$ cat config.mk
export PLATFORM = sky130hd
export DESIGN_NAME = vu_stereo_scheduler_flat
export DESIGN_NICKNAME = d
export VERILOG_FILES = /design/src/rtl/vu_stereo_scheduler_pkg.sv /design/src/rtl/vu_stereo_scheduler_if.sv /design/src/rtl/vu_stereo_scheduler_env_update.sv /design/src/rtl/vu_stereo_scheduler.sv /design/src/flat_wrapper.sv
export SDC_FILE = /design/constraint.sdc
export NUM_CORES = 1
export LEC_CHECK = 0
export BUFFER_PORTS_ARGS = -buffer_cell sky130_fd_sc_hd__buf_2
export CAP_MARGIN = 20
export CELL_PAD_IN_SITES_DETAIL_PLACEMENT = 0
export CELL_PAD_IN_SITES_GLOBAL_PLACEMENT = 2
export CORE_MARGIN = 2
export CORE_UTILIZATION = 35
export DETAILED_ROUTE_END_ITERATION = 6
export PLACE_DENSITY_LB_ADDON = 0.1
export SETUP_SLACK_MARGIN = 0.3
export SYNTH_ARGS = -nofsm -noshare
export SYNTH_HDL_FRONTEND = slang
export SYNTH_SLANG_ARGS = --single-unit
export TNS_END_PERCENT = 50
$ cat constraint.sdc
create_clock -name clk_i -period 10.5 [get_ports clk_i]
set_clock_uncertainty 0.1 [all_clocks]
set_input_delay 2.1 -clock clk_i [delete_from_list [all_inputs] [get_ports clk_i]]
set_output_delay 2.1 -clock clk_i [all_outputs]
set_load 0.005 [all_outputs]
$ cat src/rtl/vu_stereo_scheduler_pkg.sv
`default_nettype none
// ============================================================================
// Module  : vu_pkg
// Brief   : Shared types for the stereo VU envelope scheduler.
// Revision: 1.0 - initial release
// ============================================================================
package vu_pkg;

  typedef logic        [31:0] level_t;
  typedef logic signed [23:0] sample_t;
  typedef logic        [31:0] hold_t;

  typedef enum logic [1:0] {
    IDLE   = 2'd0,
    CALC_L = 2'd1,
    CALC_R = 2'd2,
    DONE   = 2'd3
  } state_e;

  typedef enum logic [1:0] {
    SEL_LEFT  = 2'd0,
    SEL_RIGHT = 2'd1,
    SEL_MAX   = 2'd2,
    SEL_ALT   = 2'd3
  } disp_sel_e;

endpackage
`default_nettype wire

$ cat src/rtl/vu_stereo_scheduler_if.sv
`default_nettype none
// ============================================================================
// Module  : vu_stereo_scheduler_if
// Brief   : Sample strobe in, level/peak/display results out.
// Revision: 1.0 - initial release
// ============================================================================
interface vu_stereo_scheduler_if;
  import vu_pkg::*;

  logic        sample_stb_i;
  sample_t     left_sample_i;
  sample_t     right_sample_i;
  logic [1:0]  sel_i;
  logic        busy_o;
  logic        levels_valid_o;
  level_t      level_l_o;
  level_t      level_r_o;
  level_t      peak_l_o;
  level_t      peak_r_o;
  level_t      disp_level_o;
  level_t      disp_peak_o;
  logic        disp_is_right_o;
  logic [7:0]  overrun_cnt_o;

  // Scheduler side
  modport slave (
    input  sample_stb_i, left_sample_i, right_sample_i, sel_i,
    output busy_o, levels_valid_o, level_l_o, level_r_o, peak_l_o, peak_r_o,
           disp_level_o, disp_peak_o, disp_is_right_o, overrun_cnt_o
  );

  // Sample source / display consumer side
  modport master (
    output sample_stb_i, left_sample_i, right_sample_i, sel_i,
    input  busy_o, levels_valid_o, level_l_o, level_r_o, peak_l_o, peak_r_o,
           disp_level_o, disp_peak_o, disp_is_right_o, overrun_cnt_o
  );

endinterface
`default_nettype wire

$ cat src/rtl/vu_stereo_scheduler_env_update.sv
`default_nettype none
// ============================================================================
// Module  : vu_env_update
// Brief   : Combinational envelope + peak-hold step for one channel.
// Revision: 1.0 - initial release
// ============================================================================
module vu_env_update
  import vu_pkg::*;
#(
  parameter int DECAY_SHIFT = 11,
  parameter int SCALE_SHIFT = 8,
  parameter int PEAK_HOLD   = 24000
) (
  input  sample_t sample,
  input  level_t  level,
  input  level_t  peak,
  input  hold_t   hold,
  output level_t  new_level,
  output level_t  new_peak,
  output hold_t   new_hold
);

  logic [23:0] mag;
  logic [32:0] sum;

  // Leaky integrator of |sample|, then peak-hold decision on the new level
  always_comb begin
    // Two's-complement negate of the most negative value yields 0x800000,
    // which read as unsigned is exactly its magnitude.
    mag       = sample[23] ? 24'(-sample) : 24'(sample);
    sum       = {1'b0, level} - {1'b0, level >> DECAY_SHIFT} + {9'd0, mag >> SCALE_SHIFT};
    new_level = sum[32] ? 32'hFFFF_FFFF : sum[31:0];
    new_peak  = peak;
    new_hold  = hold;
    if (new_level >= peak) begin
      new_peak = new_level;
      new_hold = hold_t'(PEAK_HOLD);
    end else if (hold == '0) begin
      new_peak = new_level;
    end else begin
      new_hold = hold - hold_t'(1);
    end
  end

endmodule
`default_nettype wire

$ cat src/rtl/vu_stereo_scheduler.sv
`default_nettype none
// ============================================================================
// Module  : vu_stereo_scheduler
// Brief   : Time-shares one envelope datapath over left/right channels and
//           presents a selectable display channel.
// Revision: 1.0 - initial release
// ============================================================================
module vu_stereo_scheduler
  import vu_pkg::*;
#(
  parameter int DECAY_SHIFT = 11,
  parameter int SCALE_SHIFT = 8,
  parameter int PEAK_HOLD   = 24000,
  parameter int ALT_SAMPLES = 48000
) (
  input  logic                   clk_i,
  input  logic                   rst_ni,
  vu_stereo_scheduler_if.slave   bus
);

  localparam logic [31:0] C_ALT_LAST = 32'(ALT_SAMPLES - 1);

  state_e      state;
  sample_t     smp_l, smp_r;
  level_t      level_l, level_r, peak_l, peak_r;
  hold_t       hold_l, hold_r;
  level_t      disp_level, disp_peak;
  logic        disp_is_right;
  logic        valid;
  logic [7:0]  overrun_cnt;
  logic [31:0] alt_cnt;
  logic        alt_tog;

  sample_t upd_sample;
  level_t  upd_level, upd_peak, upd_new_level, upd_new_peak;
  hold_t   upd_hold, upd_new_hold;
  logic    pick_right;

  // Route the active channel's state into the shared datapath
  always_comb begin
    upd_sample = smp_l;
    upd_level  = level_l;
    upd_peak   = peak_l;
    upd_hold   = hold_l;
    if (state == CALC_R) begin
      upd_sample = smp_r;
      upd_level  = level_r;
      upd_peak   = peak_r;
      upd_hold   = hold_r;
    end
  end

  vu_env_update #(
    .DECAY_SHIFT (DECAY_SHIFT),
    .SCALE_SHIFT (SCALE_SHIFT),
    .PEAK_HOLD   (PEAK_HOLD)
  ) u_env_update (
    .sample    (upd_sample),
    .level     (upd_level),
    .peak      (upd_peak),
    .hold      (upd_hold),
    .new_level (upd_new_level),
    .new_peak  (upd_new_peak),
    .new_hold  (upd_new_hold)
  );

  // Display channel choice; only consumed in CALC_R, where left is already
  // registered and right is the datapath output.
  always_comb begin
    pick_right = 1'b0;
    case (disp_sel_e'(bus.sel_i))
      SEL_LEFT:  pick_right = 1'b0;
      SEL_RIGHT: pick_right = 1'b1;
      SEL_MAX:   pick_right = (upd_new_level > level_l);
      SEL_ALT:   pick_right = alt_tog;
      default:   pick_right = 1'b0;
    endcase
  end

  // Sequencer FSM with all channel state and registered outputs
  always_ff @(posedge clk_i) begin
    if (!rst_ni) begin
      state         <= IDLE;
      smp_l         <= '0;
      smp_r         <= '0;
      level_l       <= '0;
      level_r       <= '0;
      peak_l        <= '0;
      peak_r        <= '0;
      hold_l        <= '0;
      hold_r        <= '0;
      disp_level    <= '0;
      disp_peak     <= '0;
      disp_is_right <= 1'b0;
      valid         <= 1'b0;
      overrun_cnt   <= '0;
      alt_cnt       <= '0;
      alt_tog       <= 1'b0;
    end else begin
      valid <= 1'b0;

      if (bus.sample_stb_i && (state == CALC_L || state == CALC_R) &&
          overrun_cnt != 8'hFF) begin
        overrun_cnt <= overrun_cnt + 8'd1;
      end

      if (state == DONE) begin
        if (alt_cnt == C_ALT_LAST) begin
          alt_cnt <= '0;
          alt_tog <= ~alt_tog;
        end else begin
          alt_cnt <= alt_cnt + 32'd1;
        end
      end

      case (state)
        IDLE, DONE: begin
          if (bus.sample_stb_i) begin
            smp_l <= bus.left_sample_i;
            smp_r <= bus.right_sample_i;
            state <= CALC_L;
          end else begin
            state <= IDLE;
          end
        end
        CALC_L: begin
          level_l <= upd_new_level;
          peak_l  <= upd_new_peak;
          hold_l  <= upd_new_hold;
          state   <= CALC_R;
        end
        CALC_R: begin
          level_r       <= upd_new_level;
          peak_r        <= upd_new_peak;
          hold_r        <= upd_new_hold;
          disp_is_right <= pick_right;
          disp_level    <= pick_right ? upd_new_level : level_l;
          disp_peak     <= pick_right ? upd_new_peak  : peak_l;
          valid         <= 1'b1;
          state         <= DONE;
        end
        default: state <= IDLE;
      endcase
    end
  end

  assign bus.busy_o          = (state == CALC_L) || (state == CALC_R);
  assign bus.levels_valid_o  = valid;
  assign bus.level_l_o       = level_l;
  assign bus.level_r_o       = level_r;
  assign bus.peak_l_o        = peak_l;
  assign bus.peak_r_o        = peak_r;
  assign bus.disp_level_o    = disp_level;
  assign bus.disp_peak_o     = disp_peak;
  assign bus.disp_is_right_o = disp_is_right;
  assign bus.overrun_cnt_o   = overrun_cnt;

endmodule
`default_nettype wire

$ cat src/flat_wrapper.sv
// flat-port wrapper written by rule: the top's interface ports become plain ports
module vu_stereo_scheduler_flat import vu_pkg::*;
#(
  parameter int DECAY_SHIFT = 11,
  parameter int SCALE_SHIFT = 8,
  parameter int PEAK_HOLD   = 24000,
  parameter int ALT_SAMPLES = 48000
)
  (clk_i, rst_ni, bus_sample_stb_i, bus_left_sample_i, bus_right_sample_i, bus_sel_i, bus_busy_o, bus_levels_valid_o, bus_level_l_o, bus_level_r_o, bus_peak_l_o, bus_peak_r_o, bus_disp_level_o, bus_disp_peak_o, bus_disp_is_right_o, bus_overrun_cnt_o);
  vu_stereo_scheduler_if bus_i ();
  input  logic clk_i;
  input  logic rst_ni;
  input wire logic [$bits(bus_i.sample_stb_i)-1:0] bus_sample_stb_i;
  input wire logic [$bits(bus_i.left_sample_i)-1:0] bus_left_sample_i;
  input wire logic [$bits(bus_i.right_sample_i)-1:0] bus_right_sample_i;
  input wire logic [$bits(bus_i.sel_i)-1:0] bus_sel_i;
  output wire logic [$bits(bus_i.busy_o)-1:0] bus_busy_o;
  output wire logic [$bits(bus_i.levels_valid_o)-1:0] bus_levels_valid_o;
  output wire logic [$bits(bus_i.level_l_o)-1:0] bus_level_l_o;
  output wire logic [$bits(bus_i.level_r_o)-1:0] bus_level_r_o;
  output wire logic [$bits(bus_i.peak_l_o)-1:0] bus_peak_l_o;
  output wire logic [$bits(bus_i.peak_r_o)-1:0] bus_peak_r_o;
  output wire logic [$bits(bus_i.disp_level_o)-1:0] bus_disp_level_o;
  output wire logic [$bits(bus_i.disp_peak_o)-1:0] bus_disp_peak_o;
  output wire logic [$bits(bus_i.disp_is_right_o)-1:0] bus_disp_is_right_o;
  output wire logic [$bits(bus_i.overrun_cnt_o)-1:0] bus_overrun_cnt_o;
  assign bus_i.sample_stb_i = bus_sample_stb_i;
  assign bus_i.left_sample_i = bus_left_sample_i;
  assign bus_i.right_sample_i = bus_right_sample_i;
  assign bus_i.sel_i = bus_sel_i;
  assign bus_busy_o = bus_i.busy_o;
  assign bus_levels_valid_o = bus_i.levels_valid_o;
  assign bus_level_l_o = bus_i.level_l_o;
  assign bus_level_r_o = bus_i.level_r_o;
  assign bus_peak_l_o = bus_i.peak_l_o;
  assign bus_peak_r_o = bus_i.peak_r_o;
  assign bus_disp_level_o = bus_i.disp_level_o;
  assign bus_disp_peak_o = bus_i.disp_peak_o;
  assign bus_disp_is_right_o = bus_i.disp_is_right_o;
  assign bus_overrun_cnt_o = bus_i.overrun_cnt_o;
  vu_stereo_scheduler #(.DECAY_SHIFT(DECAY_SHIFT), .SCALE_SHIFT(SCALE_SHIFT), .PEAK_HOLD(PEAK_HOLD), .ALT_SAMPLES(ALT_SAMPLES)) u_core (.clk_i(clk_i), .rst_ni(rst_ni), .bus(bus_i));
endmodule
==> summary.md <==
| Metric | Value |
|---|---|
| Worst Tran Pin Value | 1.06 ns |
| Core Box Area | 0.0564 mm^2 |
| CP Class | flip-flop to flip-flop |
| Flop pwr share | between 20% and 30% |
| Worst-path maximum fanout | 66 |
| Number of nets in the layout | between 2,000 and 3,000 |
| Vias in the first global route | 18,100 |
| DRT Pass-1 Iters | 7 |
| Post-CTS setup buffer count | 0 |
| DRC errors left | 0 |
| Vias | between 15,000 and 20,000 |
| Most frequent cells in the layout | dfxtp_1 (349), nand2_1 (289), buf_2 (255) |
| Detail Route Antenna Nets | 0 |
| Yosys Warn Count | 0 |
| Post-Syn Area per Cell | 7.98 um^2 |
| Final Hold Fails | 0 |
| Layout area overhead | 17.2% |
| Seq cells post-synth | 349 |
| Drt first-iter violations | about 1,300 |
| Switching fraction of total power | 50.1% |
| Initial antenna violation count | 4 |
| Drt via density | around 5.5 |
| Largest net degree at the start of global routing | roughly 160 |
| Pwr/cell area | approximately 340 mW/mm^2 |
| Post-synth EDFFs | 0 |
| Status | finished, final reports clean |
| F_max | about 0.11 GHz |
| Sw Pwr | between 4000 and 5000 uW |
| Most used DFF post-synth | dfxtp_1 |
| Count of different cell masters after synthesis | around 80 |
| Lkg Pwr | about 0.0096 uW |
| Setup-failing EPs final | 0 |
| RSZ-0062 raised after global routing | no |
| CP max-delay cell | o31a_2 |
| Total Routing Usage GR | between 20% and 30% |
| Total power | ~8000 uW |
| Standard-cell rows | 87 |
| First-pass GRT wire length | approximately 120,000 um |
| Peak supply drop | approximately 210 uV |
| Clk buf depth | 3 |
| Routed WL | approximately 77,000 um |
| Clk pin slew, worst setup/hold paths | ~0.060 ns |
| Total negative slack | 0 ns |
| Max incr delay on CP | between 0.6 and 0.7 ns |
| Cell Area, Synth | 0.0200 mm^2 |
| Count of input and output buffers | about 260 |
| TritonCTS buffer count | between 40 and 50 |
| Die area | between 0.05 and 0.06 mm^2 |
| Initial core utilization | between 30% and 40% |
| Syn Inst Count | ~2,500 |
| GRT overflow | 0 |
| Clk pwr share | a little under a fifth |
| Most used cell along the critical path | a21oi_1 |
| Die width | roughly 240 um |
| Post-CTS Resized | 0 |
| Slew HR | 29.0% |
| Clock Latency Late Sink | ~0.58 ns |
| Sequential cell area fraction in the yosys report | approximately a third |
| GP Congestion | just under 0.9 |
| Die Height | ~240 um |
| Hold WS | 0.351 ns |
| Internal | 3980 uW |
| CP endpoint kind | flip-flop |
| Data arrival, critical path | about 9.5 ns |
| Max_cap viols | 0 |
| CP Launch Type | flip-flop |
| Layout cell share with drive strength beyond 1 | ~15% |
| FFs w/ async S/R, synth | 0% |
| I/O pin cnt | about 260 |
| CTS sink cnt | around 350 |
| DP Wirelength | about 57,000 um |
| Commonest non-fill, non-tap cell in the layout | dfxtp_1 |
| DR WL/cell | roughly 22 um |
| Syn_nets | between 2,000 and 3,000 |
| Hold_buf cts | 0 |
| Final period util | a little under nine tenths |
| Combinational Power Share | between 50% and 60% |
| Final Max Tran Viols | 0 |
| H-tree levels | 2 |
| TritonCTS clock tree | done |
| Required @ worst endpoint | around 11 ns |
| Class of the worst hold path | flip-flop to flip-flop |
| Root buffer cell | clkbuf_16 |
| Final min period | between 9 and 10 ns |
[final timing paths]
check / startpoint / endpoint / slack [ns] / cells past startpoint
setup / recovery: u_core.state[0] / u_core.bus.disp_peak_o[23] / 1.46 / 32
hold / removal: u_core.bus.disp_level_o[24] / u_core.bus.disp_level_o[24] / 0.35 / 1
setup reg to reg: u_core.state[0] / u_core.bus.disp_peak_o[23] / 1.46 / 32
hold reg to reg: u_core.bus.disp_level_o[24] / u_core.bus.disp_level_o[24] / 0.35 / 1
[power by group through the flow]
| stage | logic [uW] | registers, uW | clock network [uW] |
|---|---|---|---|
| 3_5_place_dp | 4700 | 1790 | 0 |
| 4_1_cts | 4730 | 1760 | 1500 |
| 2_1_floorplan | 2910 | 1700 | 0 |
| 3_3_place_gp | 4680 | 1780 | 0 |
| 5_1_grt | 5250 | 1790 | 1560 |
| 6_report | 4760 | 1760 | 1470 |
[kinds of logic after synthesis]
| group | synth area share, % |
|---|---|
| muxes | 4.15 |
| DFF | 35.0 |
| buffers and inverters | 5.65 |
| AOI/OAI and AO/OA | 24.1 |
| xor gates and xnor gates | 4.52 |
| adders and majority gates | 8.44 |
| and+or+nand+nor | 18.1 |
[area by class of cell]
class                      instances  area (um^2)
fill                            5943        33000
multi-input combinational       1863        11900
sequential                       349         6990
timing repair buffer             309         1740
clock buffer                      62         1270
tap                              756          946
inverter                         114          433
clock inverter                    14         98.8
antenna                            1         2.50
[synthesized netlist by cell type (all sizes together) (7+ instances only)]
library cell | number | share of area [%]
a211oi | 109 | 4.1
a21boi | 23 | 0.87
a21o | 46 | 1.7
a21oi | 230 | 5.8
a311oi | 7 | 0.31
a31oi | 21 | 0.66
a32o | 25 | 1.3
and2 | 16 | 0.50
and3 | 10 | 0.34
and4 | 8 | 0.35
buf | 38 | 0.95
clkbuf | 136 | 2.6
dfxtp | 349 | 35
fa | 16 | 1.6
ha | 109 | 6.8
inv | 114 | 2.1
mux2i | 76 | 3.8
nand2 | 290 | 5.5
nand2b | 10 | 0.31
nand3 | 38 | 0.95
nand4 | 24 | 0.83
nor2 | 249 | 4.7
nor2b | 8 | 0.25
nor3 | 42 | 1.1
nor3b | 7 | 0.29
nor4 | 22 | 0.80
o211ai | 35 | 1.3
o21ai | 186 | 4.7
o21bai | 7 | 0.26
o31ai | 23 | 0.87
or3 | 46 | 1.4
xnor2 | 47 | 2.1
xor2 | 56 | 2.5
[per-layer routing]
layer / vias up / global-route usage, % / share of wire, %
met5: - / 0 / 0.013
met4: 2 / 7.42 / 3.0
met3: 107 / 5.20 / 6.1
met2: 511 / 38.2 / 43
met1: 9245 / 36.3 / 48
li1: 9262 / - / -
[sequential cells by signal, summed over array words and instances, names as in the netlist]
name	count
u_core.bus.disp_level_o	32
u_core.bus.disp_is_right_o	1
u_core.hold_r	32
u_core.smp_r	24
u_core.alt_cnt	32
u_core.bus.level_l_o	32
u_core.bus.disp_peak_o	32
u_core.bus.peak_r_o	32
u_core.state	2
u_core.bus.level_r_o	32
u_core.hold_l	32
u_core.smp_l	24
u_core.alt_tog	1
u_core.bus.levels_valid_o	1
u_core.bus.peak_l_o	32
u_core.bus.overrun_cnt_o	8
[worst max-delay path: cells and delay by family, from the launching register on]
family / cells / cell delay (ns)
flops: 1 / 0.34
fa+ha+maj: 4 / 1.42
buf+inv: 5 / 1.21
simple gates: 8 / 2.19
mux: 1 / 0.37
compound gates: 12 / 3.00
xor+xnor: 2 / 0.32
[through the flow]
| stage | util [%] | cell area (um^2) | instances | worst slack [ns] |
|---|---|---|---|---|
| 6_report | 41.5 | 23400 | 3468 | 1.46 |
| 5_1_grt | 41.5 | 23400 | 3467 | 0.755 |
| 4_1_cts | 41.4 | 23400 | 3466 | 1.49 |
| 3_5_place_dp | 39.0 | 22000 | 3390 | 1.55 |
| 3_3_place_gp | 38.9 | 21900 | 3388 | 1.66 |
| 2_1_floorplan | - | 20000 | 2500 | 2.57 |
Note: power is estimated with default switching activity, not from simulation.
